$ cat config.mk
export PLATFORM = sky130hd
export DESIGN_NAME = ext_bus_arbiter_flat
export DESIGN_NICKNAME = d
export VERILOG_FILES = /design/src/rtl/ext_bus_arbiter_if.sv /design/src/rtl/ext_bus_arbiter.sv /design/src/flat_wrapper.sv
export SDC_FILE = /design/constraint.sdc
export NUM_CORES = 1
export LEC_CHECK = 0
export CORE_MARGIN = 8
export CORE_UTILIZATION = 46
export CTS_CLUSTER_DIAMETER = 50
export DETAILED_ROUTE_END_ITERATION = 10
export PLACE_DENSITY_LB_ADDON = 0.12
export SETUP_SLACK_MARGIN = 0.2
export SYNTH_ARGS = -nofsm -noshare
export SYNTH_HDL_FRONTEND = slang
export SYNTH_SLANG_ARGS = --single-unit
$ cat constraint.sdc
create_clock -name clk -period 2.79 [get_ports clk]
set_clock_uncertainty 0.2 [all_clocks]
set_input_delay 0.4185 -clock clk [delete_from_list [all_inputs] [get_ports clk]]
set_output_delay 0.4185 -clock clk [all_outputs]
set_load 0.01 [all_outputs]
$ cat src/rtl/ext_bus_arbiter_if.sv
// Requester, status and uio pin bundle for the external bus arbiter.
// The slave side is the arbiter; the master side is the CPU core plus pads.
interface ext_bus_arbiter_if;
  logic        req0;
  logic [15:0] addr0;
  logic        req1;
  logic [15:0] addr1;
  logic        we1;
  logic [7:0]  wdata1;
  logic [1:0]  gnt;
  logic        done0;
  logic        done1;
  logic [7:0]  rdata;
  logic        busy;
  logic [7:0]  uio_in;
  logic [7:0]  uio_out;
  logic [7:0]  uio_oe;
  logic        bus_ale;
  logic        bus_we;

  modport master (
    output req0, addr0, req1, addr1, we1, wdata1, uio_in,
    input  gnt, done0, done1, rdata, busy, uio_out, uio_oe, bus_ale, bus_we
  );

  modport slave (
    input  req0, addr0, req1, addr1, we1, wdata1, uio_in,
    output gnt, done0, done1, rdata, busy, uio_out, uio_oe, bus_ale, bus_we
  );
endinterface

$ cat src/rtl/ext_bus_arbiter.sv
// Round-robin arbiter sharing the 8-bit uio bus between fetch (port 0) and
// load/store (port 1) as multiplexed address/data transfers.
module ext_bus_arbiter #(
  parameter int WAIT_CYCLES = 1
) (
  input logic               clk,
  input logic               rst_n,
  ext_bus_arbiter_if.slave  bus
);

  localparam int CNT_W = $clog2(WAIT_CYCLES + 1);
  localparam logic [CNT_W-1:0] CNT_LOAD = CNT_W'(WAIT_CYCLES);
  localparam logic [CNT_W-1:0] CNT_ONE  = CNT_W'(1);

  typedef enum logic [2:0] {
    IDLE, ADDR_HI, ADDR_LO, DATA_W, TURN, DATA_R, DONE
  } state_t;

  state_t           state;
  logic             ptr;
  logic             owner;
  logic [CNT_W-1:0] cnt;
  logic [15:0]      addr_q;
  logic             we_q;
  logic [7:0]       wdata_q;

  logic             pick1;
  logic [15:0]      addr_sel;
  logic             we_sel;

  // Port 1 wins when it is the only requester or when it holds the pointer.
  assign pick1    = bus.req1 & (~bus.req0 | ptr);
  assign addr_sel = pick1 ? bus.addr1 : bus.addr0;
  assign we_sel   = pick1 & bus.we1;

  // Outputs are loaded with the decode of the state being entered, so every
  // pin comes straight from a flop.
  always_ff @(posedge clk) begin
    if (!rst_n) begin
      state       <= IDLE;
      ptr         <= 1'b0;
      owner       <= 1'b0;
      cnt         <= '0;
      bus.gnt     <= 2'b00;
      bus.done0   <= 1'b0;
      bus.done1   <= 1'b0;
      bus.rdata   <= 8'h00;
      bus.busy    <= 1'b0;
      bus.uio_out <= 8'h00;
      bus.uio_oe  <= 8'h00;
      bus.bus_ale <= 1'b0;
      bus.bus_we  <= 1'b0;
    end else begin
      bus.done0 <= 1'b0;
      bus.done1 <= 1'b0;
      unique case (state)
        IDLE: begin
          if (bus.req0 || bus.req1) begin
            owner       <= pick1;
            addr_q      <= addr_sel;
            we_q        <= we_sel;
            wdata_q     <= bus.wdata1;
            bus.gnt     <= pick1 ? 2'b10 : 2'b01;
            bus.busy    <= 1'b1;
            bus.uio_out <= addr_sel[15:8];
            bus.uio_oe  <= 8'hFF;
            bus.bus_ale <= 1'b1;
            bus.bus_we  <= we_sel;
            state       <= ADDR_HI;
          end
        end
        ADDR_HI: begin
          bus.uio_out <= addr_q[7:0];
          state       <= ADDR_LO;
        end
        ADDR_LO: begin
          bus.bus_ale <= 1'b0;
          if (we_q) begin
            bus.uio_out <= wdata_q;
            bus.bus_we  <= 1'b1;
            cnt         <= CNT_LOAD;
            state       <= DATA_W;
          end else begin
            bus.uio_out <= 8'h00;
            bus.uio_oe  <= 8'h00;
            bus.bus_we  <= 1'b0;
            state       <= TURN;
          end
        end
        DATA_W: begin
          if (cnt > CNT_ONE) begin
            cnt <= cnt - CNT_ONE;
          end else begin
            cnt         <= '0;
            bus.uio_out <= 8'h00;
            bus.uio_oe  <= 8'h00;
            bus.bus_we  <= 1'b0;
            bus.done0   <= ~owner;
            bus.done1   <= owner;
            state       <= DONE;
          end
        end
        TURN: begin
          cnt   <= CNT_LOAD;
          state <= DATA_R;
        end
        DATA_R: begin
          if (cnt > CNT_ONE) begin
            cnt <= cnt - CNT_ONE;
          end else begin
            cnt       <= '0;
            bus.rdata <= bus.uio_in;
            bus.done0 <= ~owner;
            bus.done1 <= owner;
            state     <= DONE;
          end
        end
        DONE: begin
          // Pointer always passes to the other requester after a completion.
          ptr      <= ~owner;
          bus.gnt  <= 2'b00;
          bus.busy <= 1'b0;
          state    <= IDLE;
        end
        default: state <= IDLE;
      endcase
    end
  end

endmodule

$ cat src/flat_wrapper.sv
// flat-port wrapper written by rule: the top's interface ports become plain ports
module ext_bus_arbiter_flat 
#(
  parameter int WAIT_CYCLES = 1
)
  (clk, rst_n, bus_req0, bus_addr0, bus_req1, bus_addr1, bus_we1, bus_wdata1, bus_uio_in, bus_gnt, bus_done0, bus_done1, bus_rdata, bus_busy, bus_uio_out, bus_uio_oe, bus_bus_ale, bus_bus_we);
  ext_bus_arbiter_if bus_i ();
  input logic clk;
  input logic rst_n;
  input wire logic [$bits(bus_i.req0)-1:0] bus_req0;
  input wire logic [$bits(bus_i.addr0)-1:0] bus_addr0;
  input wire logic [$bits(bus_i.req1)-1:0] bus_req1;
  input wire logic [$bits(bus_i.addr1)-1:0] bus_addr1;
  input wire logic [$bits(bus_i.we1)-1:0] bus_we1;
  input wire logic [$bits(bus_i.wdata1)-1:0] bus_wdata1;
  input wire logic [$bits(bus_i.uio_in)-1:0] bus_uio_in;
  output wire logic [$bits(bus_i.gnt)-1:0] bus_gnt;
  output wire logic [$bits(bus_i.done0)-1:0] bus_done0;
  output wire logic [$bits(bus_i.done1)-1:0] bus_done1;
  output wire logic [$bits(bus_i.rdata)-1:0] bus_rdata;
  output wire logic [$bits(bus_i.busy)-1:0] bus_busy;
  output wire logic [$bits(bus_i.uio_out)-1:0] bus_uio_out;
  output wire logic [$bits(bus_i.uio_oe)-1:0] bus_uio_oe;
  output wire logic [$bits(bus_i.bus_ale)-1:0] bus_bus_ale;
  output wire logic [$bits(bus_i.bus_we)-1:0] bus_bus_we;
  assign bus_i.req0 = bus_req0;
  assign bus_i.addr0 = bus_addr0;
  assign bus_i.req1 = bus_req1;
  assign bus_i.addr1 = bus_addr1;
  assign bus_i.we1 = bus_we1;
  assign bus_i.wdata1 = bus_wdata1;
  assign bus_i.uio_in = bus_uio_in;
  assign bus_gnt = bus_i.gnt;
  assign bus_done0 = bus_i.done0;
  assign bus_done1 = bus_i.done1;
  assign bus_rdata = bus_i.rdata;
  assign bus_busy = bus_i.busy;
  assign bus_uio_out = bus_i.uio_out;
  assign bus_uio_oe = bus_i.uio_oe;
  assign bus_bus_ale = bus_i.bus_ale;
  assign bus_bus_we = bus_i.bus_we;
  ext_bus_arbiter #(.WAIT_CYCLES(WAIT_CYCLES)) u_core (.clk(clk), .rst_n(rst_n), .bus(bus_i));
endmodule
==> impl_metrics.prom <==
# TYPE chip_impl_metric gauge
chip_impl_metric{name="ctsResizeCount",unit=""} 0
chip_impl_metric{name="grt_max_degree",unit=""} 18
chip_impl_metric{name="cts_made_buffers",unit=""} 5
chip_impl_metric{name="timing_hold_violations_final",unit=""} 0
chip_impl_metric{name="yosys.area.top_type_share",unit="%"} 28.55
chip_impl_metric{name="pwr-share-clk",unit="%"} 28.4
chip_impl_metric{name="powerDensity",unit="nW/µm²"} 561.4
chip_impl_metric{name="num_antenna_cells",unit=""} 0
chip_impl_metric{name="synthesized_net_count",unit=""} 249
chip_impl_metric{name="syn-cell-area",unit="µm²"} 2033
chip_impl_metric{name="initial_antenna_violation_count",unit=""} 0
chip_impl_metric{name="syn_inst",unit=""} 196
chip_impl_metric{name="first_global_vias",unit=""} 1777
chip_impl_metric{name="clock_insertion_delay_worst_skew",unit="ps"} 290
chip_impl_metric{name="met2_wirelength",unit="µm"} 2417
chip_impl_metric{name="synth-seq-area-share",unit="%"} 53.66
chip_impl_metric{name="required_arrival_time_at_the_worst_endpoint",unit="ps"} 2770
chip_impl_metric{name="power_frac_seq",unit="%"} 47.7
chip_impl_metric{name="post-place-cells",unit=""} 318
chip_impl_info{name="cp-startpoint",value="bus_req1"} 1
chip_impl_metric{name="leakage_power_of_the_design",unit="nW"} 1.094
chip_impl_metric{name="core_area",unit="µm²"} 4294
chip_impl_metric{name="gp_routability_congestion",unit=""} 0.8448
chip_impl_metric{name="detailedPlacementHpwl",unit="µm"} 3996
chip_impl_metric{name="floorplan.initialDensity",unit="%"} 47.35
chip_impl_metric{name="numClockSinks",unit=""} 46
chip_impl_metric{name="critical_path_arrival",unit="ps"} 2010
chip_impl_metric{name="final_layout_size_suffix_gt1_share",unit="%"} 9.124
chip_impl_metric{name="synth_enable_flop_cells",unit=""} 17
chip_impl_info{name="tritoncts_clock_tree",value="yes"} 1
chip_impl_metric{name="total_drc_errors_in_the_routed_layout",unit=""} 0
chip_impl_metric{name="cts_setup_buffers",unit=""} 0
chip_impl_metric{name="buffer_ports.inserted",unit=""} 83
chip_impl_metric{name="routedLengthMet1",unit="µm"} 2306
chip_impl_info{name="synthDominantAreaCellType",value="sky130_fd_sc_hd__dfxtp_1"} 1
chip_impl_metric{name="timing.max_slew.rel_slack",unit="%"} 53.87
chip_impl_info{name="status",value="completed"} 1
chip_impl_info{name="clk_root_buffer_cell",value="sky130_fd_sc_hd__clkbuf_8"} 1
chip_impl_metric{name="critical_path.max_fanout",unit=""} 14
chip_impl_metric{name="clock_tree.buffer_depth",unit=""} 2
chip_impl_metric{name="firstDrtPassIters",unit=""} 4
chip_impl_metric{name="route.vias.total",unit=""} 1752
chip_impl_metric{name="fp.dieH",unit="µm"} 82.49
chip_impl_metric{name="finalSetupViolations",unit=""} 0
chip_impl_info{name="r2r-start",value="u_core.we_q$_DFFE_PP_"} 1
chip_impl_metric{name="number_of_nets_in_the_finished_design",unit=""} 326
chip_impl_metric{name="finalCriticalPeriod",unit="ps"} 2035
chip_impl_metric{name="swShare",unit="%"} 25.63
chip_impl_info{name="min_from",value="u_core.owner$_SDFFE_PN0P_"} 1
chip_impl_metric{name="fillers",unit=""} 354
chip_impl_info{name="worstSetupPathType",value="in -> reg"} 1
chip_impl_metric{name="final_critical_path_setup_slack",unit="ps"} 755.0
chip_impl_metric{name="setup_tns",unit="ps"} 0
chip_impl_metric{name="fp_rows",unit=""} 24
chip_impl_metric{name="global_route.overflow_total",unit=""} 0
chip_impl_metric{name="final-seq-area",unit="µm²"} 1091
chip_impl_metric{name="p_sw",unit="mW"} 0.4301
chip_impl_metric{name="die_w",unit="µm"} 82.49
chip_impl_metric{name="yosysWarnings",unit=""} 0
chip_impl_metric{name="max_capacitance_violation_count",unit=""} 0
chip_impl_metric{name="p_int",unit="mW"} 1.248
chip_impl_metric{name="tightest_slew",unit="ps"} 690.6
chip_impl_metric{name="p_comb_share",unit="%"} 23.9
chip_impl_metric{name="area_growth_syn_to_fin",unit="%"} 47.02
chip_impl_metric{name="timing.final.crit_share",unit="%"} 72.94
chip_impl_metric{name="ant_nets",unit=""} 0
chip_impl_metric{name="cts.htree.levels",unit=""} 2
chip_impl_metric{name="async_reset_ff_share",unit="%"} 0
chip_impl_metric{name="count_of_final_max_slew_check_failures",unit=""} 0
chip_impl_metric{name="vdd_ir_drop_max",unit="mV"} 0.2775
chip_impl_info{name="rsz_0062_raised_after_global_routing",value="no"} 1
chip_impl_metric{name="layout.cells.non_filler",unit=""} 326
chip_impl_metric{name="wirelength",unit="µm"} 5234
chip_impl_metric{name="grt_first_pass_wirelength",unit="µm"} 8390
chip_impl_metric{name="clock.fmax",unit="MHz"} 491.4
chip_impl_metric{name="io_pins",unit=""} 84
chip_impl_metric{name="drt_iter0_markers",unit=""} 152
chip_impl_info{name="netlist_top_cells_area",value="sky130_fd_sc_hd__dfxtp_1 (29%), sky130_fd_sc_hd__edfxtp_1 (25%), sky130_fd_sc_hd__mux2_1 (4.4%)"} 1
chip_impl_metric{name="cts_hold_repair.buffers",unit=""} 0
chip_impl_metric{name="final_routed_wire_length_divided_by_cell_count",unit="µm"} 16.06
chip_impl_metric{name="average_vias_per_placed_instance",unit=""} 5.374
chip_impl_metric{name="clk_pin_slew",unit="ps"} 80
chip_impl_metric{name="dp_worst_setup_slack",unit="ps"} 470.8
chip_impl_info{name="hold_class",value="reg -> reg"} 1
chip_impl_metric{name="synth.ff_latch_count",unit=""} 46
chip_impl_metric{name="gr-usage-all-layers",unit="%"} 16.12
chip_impl_metric{name="dieArea",unit="µm²"} 6804
chip_impl_info{name="maxUsedRoutingLayer",value="met4"} 1
chip_impl_info{name="timing.critical_path.to_type",value="register"} 1
chip_impl_metric{name="synth_area_per_cell",unit="µm²"} 10.37
chip_impl_metric{name="multi_input_area",unit="µm²"} 790.8
chip_impl_info{name="worstSetupStartpointType",value="primary input"} 1
chip_impl_metric{name="wl_met3",unit="µm"} 447
chip_impl_info{name="synth_top_flop_cell",value="sky130_fd_sc_hd__dfxtp_1"} 1
chip_impl_metric{name="synthDistinctLibCells",unit=""} 39
chip_impl_metric{name="report.power.total",unit="mW"} 1.678
-- metrics by stage --
step | utilization [%] | hold slack [ps] | instance area (µm²)
after floorplan | - | 192.5 | 2033
after global placement | 67.07 | 200.4 | 2880
after detailed placement | 67.07 | 210.2 | 2880
after CTS | 69.61 | 222.0 | 2989
after global routing | 69.61 | 249.5 | 2989
final | 69.61 | 224.3 | 2989
-- power by group through the flow --
| stage | Sequential, mW | Combinational, mW | Clock (mW) |
|---|---|---|---|
| 2_1_floorplan | 0.817 | 0.194 | 0 |
| 3_5_place_dp | 0.817 | 0.402 | 0 |
| 4_1_cts | 0.801 | 0.404 | 0.487 |
| 5_1_grt | 0.810 | 0.433 | 0.525 |
| 6_report | 0.801 | 0.401 | 0.476 |
| 3_3_place_gp | 0.816 | 0.396 | 0 |
-- layout make-up --
| cell class | count | area share, % |
|---|---|---|
| timing repair buffer | 89 | 29.72 |
| clock inverter | 3 | 1.339 |
| sequential | 46 | 36.50 |
| multi-input combinational | 119 | 26.45 |
| clock buffer | 5 | 2.302 |
| tap | 52 | 2.177 |
| inverter | 12 | 1.507 |
-- cells in the mapped netlist (all sizes together) (2+ instances only) --
master / number
clkbuf: 3
a21oi: 15
dfxtp: 29
and3: 10
buf: 16
mux2: 8
a221oi: 7
nor2: 11
nand2b: 2
o211ai: 2
a211oi: 9
edfxtp: 17
o221a: 2
o21ai: 2
nand3: 9
nor2b: 3
o32ai: 8
nand2: 20
inv: 12
-- flip-flops by register name, indices dropped and copies added, names as in the netlist --
signal,cells
u_core.addr_q,8
u_core.bus.bus_ale,1
u_core.bus.bus_we,1
u_core.bus.busy,1
u_core.bus.done0,1
u_core.bus.done1,1
u_core.bus.gnt,2
u_core.bus.rdata,8
u_core.bus.uio_oe,1
u_core.bus.uio_out,8
u_core.owner,1
u_core.ptr,1
u_core.state,3
u_core.wdata_q,8
u_core.we_q,1
-- layout by cell type, fill, tap and decap left out, drive strengths merged, types with 3 or more instances in the layout --
cell type	Yosys	layout
clkbuf	3	5
nand2	20	20
a211oi	9	9
inv	12	12
clkdlybuf4s50	0	83
and3	10	10
nor2b	3	3
a21oi	15	15
o32ai	8	8
a221oi	7	7
mux2	8	8
dfxtp	29	29
nor2	11	11
nand3	9	9
edfxtp	17	17
buf	16	6
-- critical path: stages --
cell                              delay [ps]
sky130_fd_sc_hd__clkdlybuf4s50_1         610
sky130_fd_sc_hd__or4_4                   580
sky130_fd_sc_hd__nand3_2                 180
sky130_fd_sc_hd__a221o_2                 160
sky130_fd_sc_hd__o22ai_2                  60
-- kinds of logic after synthesis --
family                 Yosys count  share of synthesized area [%]
AOI/OAI and AO/OA               52                          18.83
buffers and inverters           31                          7.446
DFF                             46                          53.66
muxes                            9                          4.923
and+or+nand+nor                 58                          15.14
-- path summary, 6_finish.rpt --
check	endpoint	slack, ps	cells past startpoint
setup reg to reg	u_core.bus.uio_out[3]$_SDFFE_PN0P_	960	3
hold / removal	u_core.bus.done0$_SDFF_PP0_	220	1
hold reg to reg	u_core.bus.done0$_SDFF_PP0_	220	1
setup / recovery	u_core.bus.uio_out[4]$_SDFFE_PN0P_	750	5
-- layer usage --
layer / GRT usage (%) / up-vias
met4: 5.263 / 0
li1: - / 879
met3: 5.736 / 7
met2: 25.53 / 58
met5: 0 / -
met1: 19.97 / 808
(Power assumes the default switching activity.)
